$ cat src/rtl/read_pointer_manager.sv
// Read-side FIFO pointer control: advances the read address on accepted requests,
// flags empty/underflow, tracks fill level and delays a data-valid strobe to match memory latency.
module read_pointer_manager #(
    parameter int PTR_WIDTH  = 4,
    parameter int RD_LATENCY = 1,
    parameter int UFC_WIDTH  = 8
) (
    input  logic                 clk_read,
    input  logic                 reset_n,
    input  logic                 req_read,
    input  logic [PTR_WIDTH-1:0] ptr_write,
    output logic [PTR_WIDTH-1:0] ptr_read,
    output logic                 en_read,
    output logic                 flag_empty,
    output logic                 flag_uf,
    output logic                 rd_valid,
    output logic [PTR_WIDTH-1:0] level,
    output logic [UFC_WIDTH-1:0] uf_count
);

    // Bit 0 is loaded by the accept; rd_valid taps the last stage.
    logic [RD_LATENCY-1:0] vld_pipe;

    assign flag_empty = (ptr_write == ptr_read);
    assign en_read    = req_read & ~flag_empty;
    assign level      = ptr_write - ptr_read;
    assign rd_valid   = vld_pipe[RD_LATENCY-1];

    always_ff @(posedge clk_read or negedge reset_n) begin
        if (!reset_n) begin
            ptr_read <= '0;
            flag_uf  <= 1'b0;
            uf_count <= '0;
        end else if (en_read) begin
            ptr_read <= ptr_read + 1'b1;
            flag_uf  <= 1'b0;
        end else if (req_read) begin
            // Rejected read: flag stays set until the next accept.
            flag_uf <= 1'b1;
            if (uf_count != '1)
                uf_count <= uf_count + 1'b1;
        end
    end

    always_ff @(posedge clk_read or negedge reset_n) begin
        if (!reset_n) begin
            vld_pipe <= '0;
        end else begin
            vld_pipe[0] <= en_read;
            for (int i = 1; i < RD_LATENCY; i++)
                vld_pipe[i] <= vld_pipe[i-1];
        end
    end

endmodule

$ cat config.mk
export PLATFORM = sky130hd
export DESIGN_NAME = read_pointer_manager
export DESIGN_NICKNAME = d
export VERILOG_FILES = /design/src/rtl/read_pointer_manager.sv
export SDC_FILE = /design/constraint.sdc
export NUM_CORES = 1
export LEC_CHECK = 0
export CAP_MARGIN = 20
export CORE_MARGIN = 4
export CORE_UTILIZATION = 40
export CTS_BUF_LIST = sky130_fd_sc_hd__clkbuf_8 sky130_fd_sc_hd__clkbuf_16
export DETAILED_ROUTE_END_ITERATION = 10
export HOLD_SLACK_MARGIN = 0.02
export PLACE_DENSITY = 0.69
export SYNTH_ARGS = -nofsm -noshare
export SYNTH_HDL_FRONTEND = slang
export SYNTH_SLANG_ARGS = --single-unit
$ cat constraint.sdc
create_clock -name clk_read -period 5.2 [get_ports clk_read]
set_input_delay 0.52 -clock clk_read [delete_from_list [all_inputs] [get_ports clk_read]]
set_output_delay 0.52 -clock clk_read [all_outputs]
set_load 0.01 [all_outputs]
==> results.toml, run 1 <==
[pwr]
power_density_mw_per_mm2 = 493.7
p_clk_frac = 0.181
p_int_mw = 0.3689
peakVddDrop_mv = 0.4221
power.total_mw = 0.5646
pwr-share-seq = 0.316
pwr-share-comb = 0.503
power.net_switching_mw = 0.1956
p_leak_nw = 0.5003
switching_share = 0.3465

[finish]
nets = 119
antenna_cells = 0
drive_gt1_frac = 0.1143
multi_input_area_um2 = 416.7
nFillCells = 169
post-route-util = 0.6347
area_delta_synth_final_pct = 43.49
seq_area_um2 = 350.3

[sta]
post-route-period-util = 0.5503
totalNegativeSetupSlack_ns = 0
finalMaxSlewViolations = 0
rsz0062_at_grt = "false"
worst_pin_slew_ns = 0.5958
period_minus_slack_ns = 2.862
clock.fmax_ghz = 0.3494
skew_ns = 0.002244
slew_headroom = 0.6015
hold_viol = 0
setup_viol = 0

[setup_path]
end_kind = "output port"
critPathKind = "in2out"
worstReg2RegEnd = "uf_count[7]"
r2r_start = "ptr_read[1]"
path_max_fanout = 3
reg2reg_slack_ns = 3.17
cp_data_arrival_time_ns = 2.34
worstSetupStartpointType = "input port"
cp.required_ns = 4.68
r2r_cells = 6

[min_path]
holdCritStartpoint = "flag_uf"
worst_hold_path_type = "reg2reg"
hold_path_end = "flag_uf"
holdPathStages = 2

[clocking]
clock_latency_ns = 0.24
ctsHoldBuffers = 0
cts-root-buf = "clkbuf_8"
cts_tree = "done"
post_cts_buffers = 0
cts_buffer_depth = 2
clkTransAtPathRegs_ns = 0.06
cts-buffers-inserted = 3
cts_sinks = 14
cts.repair.resized = 0
htree_levels = 1

[route]
dr_total_vias = 616
drtAntennaViolNets = 0
wl_um = 1602
dr.pass1.iters = 3
drc = 0
vias_per_cell = 4.738
wl_per_cell_um = 12.32
drt_iter0_markers = 2

[logic_synthesis]
synthTopCellsByArea = "dfrtp_1 (44%), ha_1 (7.8%), xnor2_1 (4.4%)"
ys_ff_latch = 14
synth_cell_types = 25
synthArstFlopShare = 1.000
syn_inst = 75
synth_top_area_cell = "dfrtp_1"
synth-edff-count = 0
syn_area_um2 = 797.0
yosysTopAreaCellShare = 0.4396
synth_fp_nets = 88
seq_area_frac_synth = 0.4396
synth_ff_type = "dfrtp_1"
ys.warnings.count = 0
syn_avg_cell_area_um2 = 10.63

[die]
coreArea_mm2 = 0.001802
dieWidth_um = 52.64
num_rows = 15
ios = 27
dieArea_mm2 = 0.002770
die_y_um = 52.64
start_util = 0.4424

[status]
status = "finished, final reports clean"

[global_routing]
grt.total_usage = 0.1412
grt-ovfl-total = 0
grt_pass1_vias = 624
grt_max_degree = 15
grt_pass1_wl_um = 2856
antenna_found_initial = 0

[place]
hpwl_um = 1303
port_buffers = 26
gp_congestion = 0.7937

[job]
maxCapViolCount = 0
-- state kept, by name, indices dropped and copies added (netlist names) --
register  cells
rd_valid      1
ptr_read      4
flag_uf       1
uf_count      8
-- worst max-delay path, stage by stage --
cell and delay (ns):
clkdlybuf4s50_1 0.43, ha_1 0.33, a21o_1 0.16, a21oi_1 0.17, xor2_1 0.17, clkdlybuf4s50_1 0.56
-- layer usage --
layer  track usage  up-vias  routed length (µm)
li1              -      312                   -
met1        0.1887      290                 735
met2        0.2004       12                 762
met3       0.06268        2                  85
met4       0.04681        0                  18
met5             0        -                   0
-- per-stage QoR --
step	hold WS (ns)	worst slack (ns)	std cells	instance area, µm²
final	0.5275	2.338	130	1144
after global routing	0.5676	2.274	130	1144
after CTS	0.5330	2.336	130	1144
after detailed placement	0.5246	2.333	126	1089
after global placement	0.5126	2.394	126	1089
after floorplan	0.2244	3.299	75	797.0
-- cell usage in the layout, fill, tap and decap left out, types with 3 or more instances in the layout --
| master | instances |
|---|---|
| inv_1 | 8 |
| ha_1 | 5 |
| nand3_1 | 4 |
| clkbuf_8 | 4 |
| nand4_1 | 3 |
| xnor2_1 | 4 |
| dfrtp_1 | 14 |
| nand2_1 | 7 |
| nor2_1 | 4 |
| xor2_1 | 4 |
| clkdlybuf4s50_1 | 26 |
-- power groups by stage --
stage | registers (mW) | clock network [mW] | logic [mW]
floorplan | 0.187 | 0 | 0.126
global placement | 0.180 | 0 | 0.282
detailed placement | 0.181 | 0 | 0.287
CTS | 0.180 | 0.107 | 0.289
global route | 0.185 | 0.113 | 0.311
finish | 0.178 | 0.102 | 0.284
-- how the worst max path moves through the flow --
stage                        endpoint  cells after the start  slack, ns         start
after CTS                    level[3]                      6       2.34  ptr_write[1]
final                        level[3]                      6       2.34  ptr_write[1]
after detailed placement     level[3]                      6       2.33  ptr_write[1]
after global placement       level[3]                      6       2.39  ptr_write[1]
after floorplan           uf_count[7]                      5       3.30  ptr_write[2]
after global routing         level[3]                      6       2.27  ptr_write[1]
-- final cells by class --
class	instances	share of cell area
clock buffers	4	0.04814
inverters	8	0.02626
multi-input cells	53	0.3643
flip-flops and latches	14	0.3063
well taps	25	0.02735
repair buffers	26	0.2276
-- Yosys cell counts, types with 2 or more instances --
cell,n
dfrtp_1,14
inv_1,8
nand2_1,7
ha_1,5
nand3_1,4
nor2_1,4
xnor2_1,4
xor2_1,4
nand4_1,3
a21oi_1,2
a31oi_2,2
and4_1,2
mux2_1,2
mux2_2,2
o21ai_0,2
-- logic make-up after synthesis --
logic type,after synthesis,synth area share
fa+ha+maj,6,0.1036
simple gates,26,0.1774
flops,14,0.4396
xor+xnor,9,0.1083
mux,4,0.05651
buf+inv,8,0.03768
compound gates,8,0.07692
Power figures use the tool's default switching activity.
==> inputs of run 2 (changes only) <==
--- a/config.mk
+++ b/config.mk
@@ -7,11 +7,11 @@
 export LEC_CHECK = 0
 export CAP_MARGIN = 20
 export CORE_MARGIN = 4
-export CORE_UTILIZATION = 40
+export CORE_UTILIZATION = 39
 export CTS_BUF_LIST = sky130_fd_sc_hd__clkbuf_8 sky130_fd_sc_hd__clkbuf_16
 export DETAILED_ROUTE_END_ITERATION = 10
 export HOLD_SLACK_MARGIN = 0.02
-export PLACE_DENSITY = 0.69
+export PLACE_DENSITY = 0.7
 export SYNTH_ARGS = -nofsm -noshare
 export SYNTH_HDL_FRONTEND = slang
 export SYNTH_SLANG_ARGS = --single-unit
==> constraint.sdc (replaced) <==
create_clock -name clk_read -period 2.4 [get_ports clk_read]
set_input_delay 0.24 -clock clk_read [delete_from_list [all_inputs] [get_ports clk_read]]
set_output_delay 0.24 -clock clk_read [all_outputs]
set_load 0.01 [all_outputs]
==> results.toml, run 2 (synthesis results as in run 1) <==
[finish]
regMostFlops = "uf_count"
area_delta_synth_final_pct = 42.54
nets = 119
antenna_cells = 0
layout_commonest_cell = "clkdlybuf4s50_1"
largestRegisters = "uf_count x8, ptr_read x4"
drive_gt1_frac = 0.1154
largest_reg_flops = 8
final_cell_mix = "clkdlybuf4s50_1 (25), dfrtp_1 (13), inv_1 (8)"

[setup_path]
path_max_fanout = 2
cp-startpoint = "ptr_write[0]"
r2r_start = "ptr_read[2]"
cp_data_arrival_time_ns = 2.00
reg2reg_slack_ns = 0.46
critPathKind = "in2out"
end_kind = "output port"
worstSetupStartpointType = "input port"
cp.required_ns = 2.16

[sta]
rsz0062_at_grt = "false"
post-route-period-util = 0.9337
totalNegativeSetupSlack_ns = 0
setup_viol = 0
period_minus_slack_ns = 2.241
clock.fmax_ghz = 0.4462
finalMaxSlewViolations = 0
slew_headroom = 0.5967
setup_ws_ns = 0.1590
skew_ns = 0.003433
worst_pin_slew_ns = 0.6031
hold_viol = 0

[die]
coreArea_mm2 = 0.001942
ios = 27
die_y_um = 53.21
dieArea_mm2 = 0.002831
dieWidth_um = 53.21
num_rows = 16
start_util = 0.4104

[pwr]
pwr-share-comb = 0.515
power_density_mw_per_mm2 = 1040
switching_share = 0.3559
power.net_switching_mw = 0.4204
pwr-share-seq = 0.329
p_int_mw = 0.7609
p_clk_frac = 0.156
power.total_mw = 1.181
peakVddDrop_mv = 0.6301
p_leak_nw = 0.5011

[min_path]
worst_hold_path_type = "in2async"

[clocking]
htree_levels = 1
cts-root-buf = "clkbuf_8"
cts_sinks = 14
cts_buffer_depth = 2
clock_latency_ns = 0.24
cts-buffers-inserted = 3
clkTransAtPathRegs_ns = 0.05
cts_tree = "done"

[global_routing]
antenna_found_initial = 0
grt-ovfl-total = 0
grt.total_usage = 0.1352
grt_pass1_wl_um = 2760
grt_max_degree = 15
grt_pass1_vias = 648

[route]
drt_iter0_markers = 5
dr.pass1.iters = 2
drtAntennaViolNets = 0
drc = 0
wl_um = 1588
vias_per_cell = 4.802
dr_total_vias = 629
wl_per_cell_um = 12.12

[place]
hpwl_um = 1304
port_buffers = 26
dpl_worst_slack_ns = 0.04848
gp_congestion = 0.7398

[status]
status = "finished, final reports clean"

[job]
maxCapViolCount = 0
## run 2: cell types whose count changed in the layout (fill, tap and decap cells not counted)
cell	change
dlymetal6s2s_1	+1
clkdlybuf4s50_1	-1
dfrtp_1	-1
clkbuf_8	-1
dfrtp_2	+1
## run 2: path summary, 6_finish.rpt
kind / endpoint / depth (start not counted)
worst max-delay path: level[2] / 6
worst min-delay path: uf_count[2] / 1
worst max register to register: uf_count[1] / 6
worst min register to register: flag_uf / 2
max in group asynchronous: ptr_read[1] / 1
min in group clk_read: flag_uf / 2
## run 2: repair_timing
| action | CTS | global route |
|---|---|---|
| hold buffers | 0 | 0 |
| buffers inserted | 0 | 0 |
| resized for setup | 1 | 1 |
| setup endpoints to repair | 1 | 1 |
## run 2: area by class of cell
cell class                      instances  area (µm²)
Clock buffer                            3       41.29
Fill cell                             176       805.8
Inverter                                8       30.03
Multi-Input combinational cell         53       416.7
Sequential cell                        14       351.6
Tap cell                               27       33.78
Timing Repair Buffer                   26       262.8
## run 2: power by group through the flow
stage	Combinational (mW)	Sequential [mW]	Clock (mW)
floorplan	0.274	0.406	0
CTS	0.626	0.391	0.189
detailed placement	0.624	0.392	0
finish	0.609	0.388	0.184
global route	0.669	0.403	0.203
global placement	0.613	0.388	0
## run 2: metal layers
| layer | vias to the layer above | part of all wire | global-route usage |
|---|---|---|---|
| li1 | 315 | - | - |
| met1 | 299 | 0.45 | 0.1681 |
| met2 | 11 | 0.50 | 0.2163 |
| met3 | 4 | 0.030 | 0.03380 |
| met4 | 0 | 0.016 | 0.06383 |
| met5 | - | 0 | 0 |
## run 2: critical path, cell delays in order
cell	delay [ns]
clkdlybuf4s50_1	0.45
inv_1	0.04
ha_1	0.21
fa_1	0.38
xnor2_1	0.14
clkdlybuf4s50_1	0.55
## run 2: metrics by stage
stage | cells | hold slack (ns) | cell area [µm²] | util
3_3_place_gp | 128 | 0.5183 | 1091 | 0.5619
3_5_place_dp | 128 | 0.5190 | 1091 | 0.5619
4_1_cts | 131 | 0.4075 | 1134 | 0.5838
5_1_grt | 131 | 0.4372 | 1136 | 0.5851
6_report | 131 | 0.3820 | 1136 | 0.5851
2_1_floorplan | 75 | -0.05559 | 797.0 | -
==> inputs of run 3 (changes only) <==
--- a/config.mk
+++ b/config.mk
@@ -7,11 +7,11 @@
 export LEC_CHECK = 0
 export CAP_MARGIN = 20
 export CORE_MARGIN = 4
-export CORE_UTILIZATION = 39
+export CORE_UTILIZATION = 40
 export CTS_BUF_LIST = sky130_fd_sc_hd__clkbuf_8 sky130_fd_sc_hd__clkbuf_16
 export DETAILED_ROUTE_END_ITERATION = 10
 export HOLD_SLACK_MARGIN = 0.02
-export PLACE_DENSITY = 0.7
+export PLACE_DENSITY = 0.69
 export SYNTH_ARGS = -nofsm -noshare
 export SYNTH_HDL_FRONTEND = slang
 export SYNTH_SLANG_ARGS = --single-unit
==> constraint.sdc (replaced) <==
create_clock -name clk_read -period 2.6 [get_ports clk_read]
set_input_delay 0.26 -clock clk_read [delete_from_list [all_inputs] [get_ports clk_read]]
set_output_delay 0.26 -clock clk_read [all_outputs]
set_load 0.01 [all_outputs]
==> results of run 3 <==
Same layout as run 1 (identical final DEF). Status: finished, final reports clean.
Among the figures that moved: setup slack after placement 2.333 ns -> 0.2535 ns; setup slack after layout 2.338 ns -> 0.1787 ns; hold slack 0.5275 ns -> 0.3978 ns; start point of the critical path ptr_write[1] -> ptr_read[1]; register-to-register setup slack 3.17 ns -> 0.57 ns; total power 0.5646 mW -> 1.129 mW; worst IR drop on VDD 0.4221 mV -> 0.8441 mV
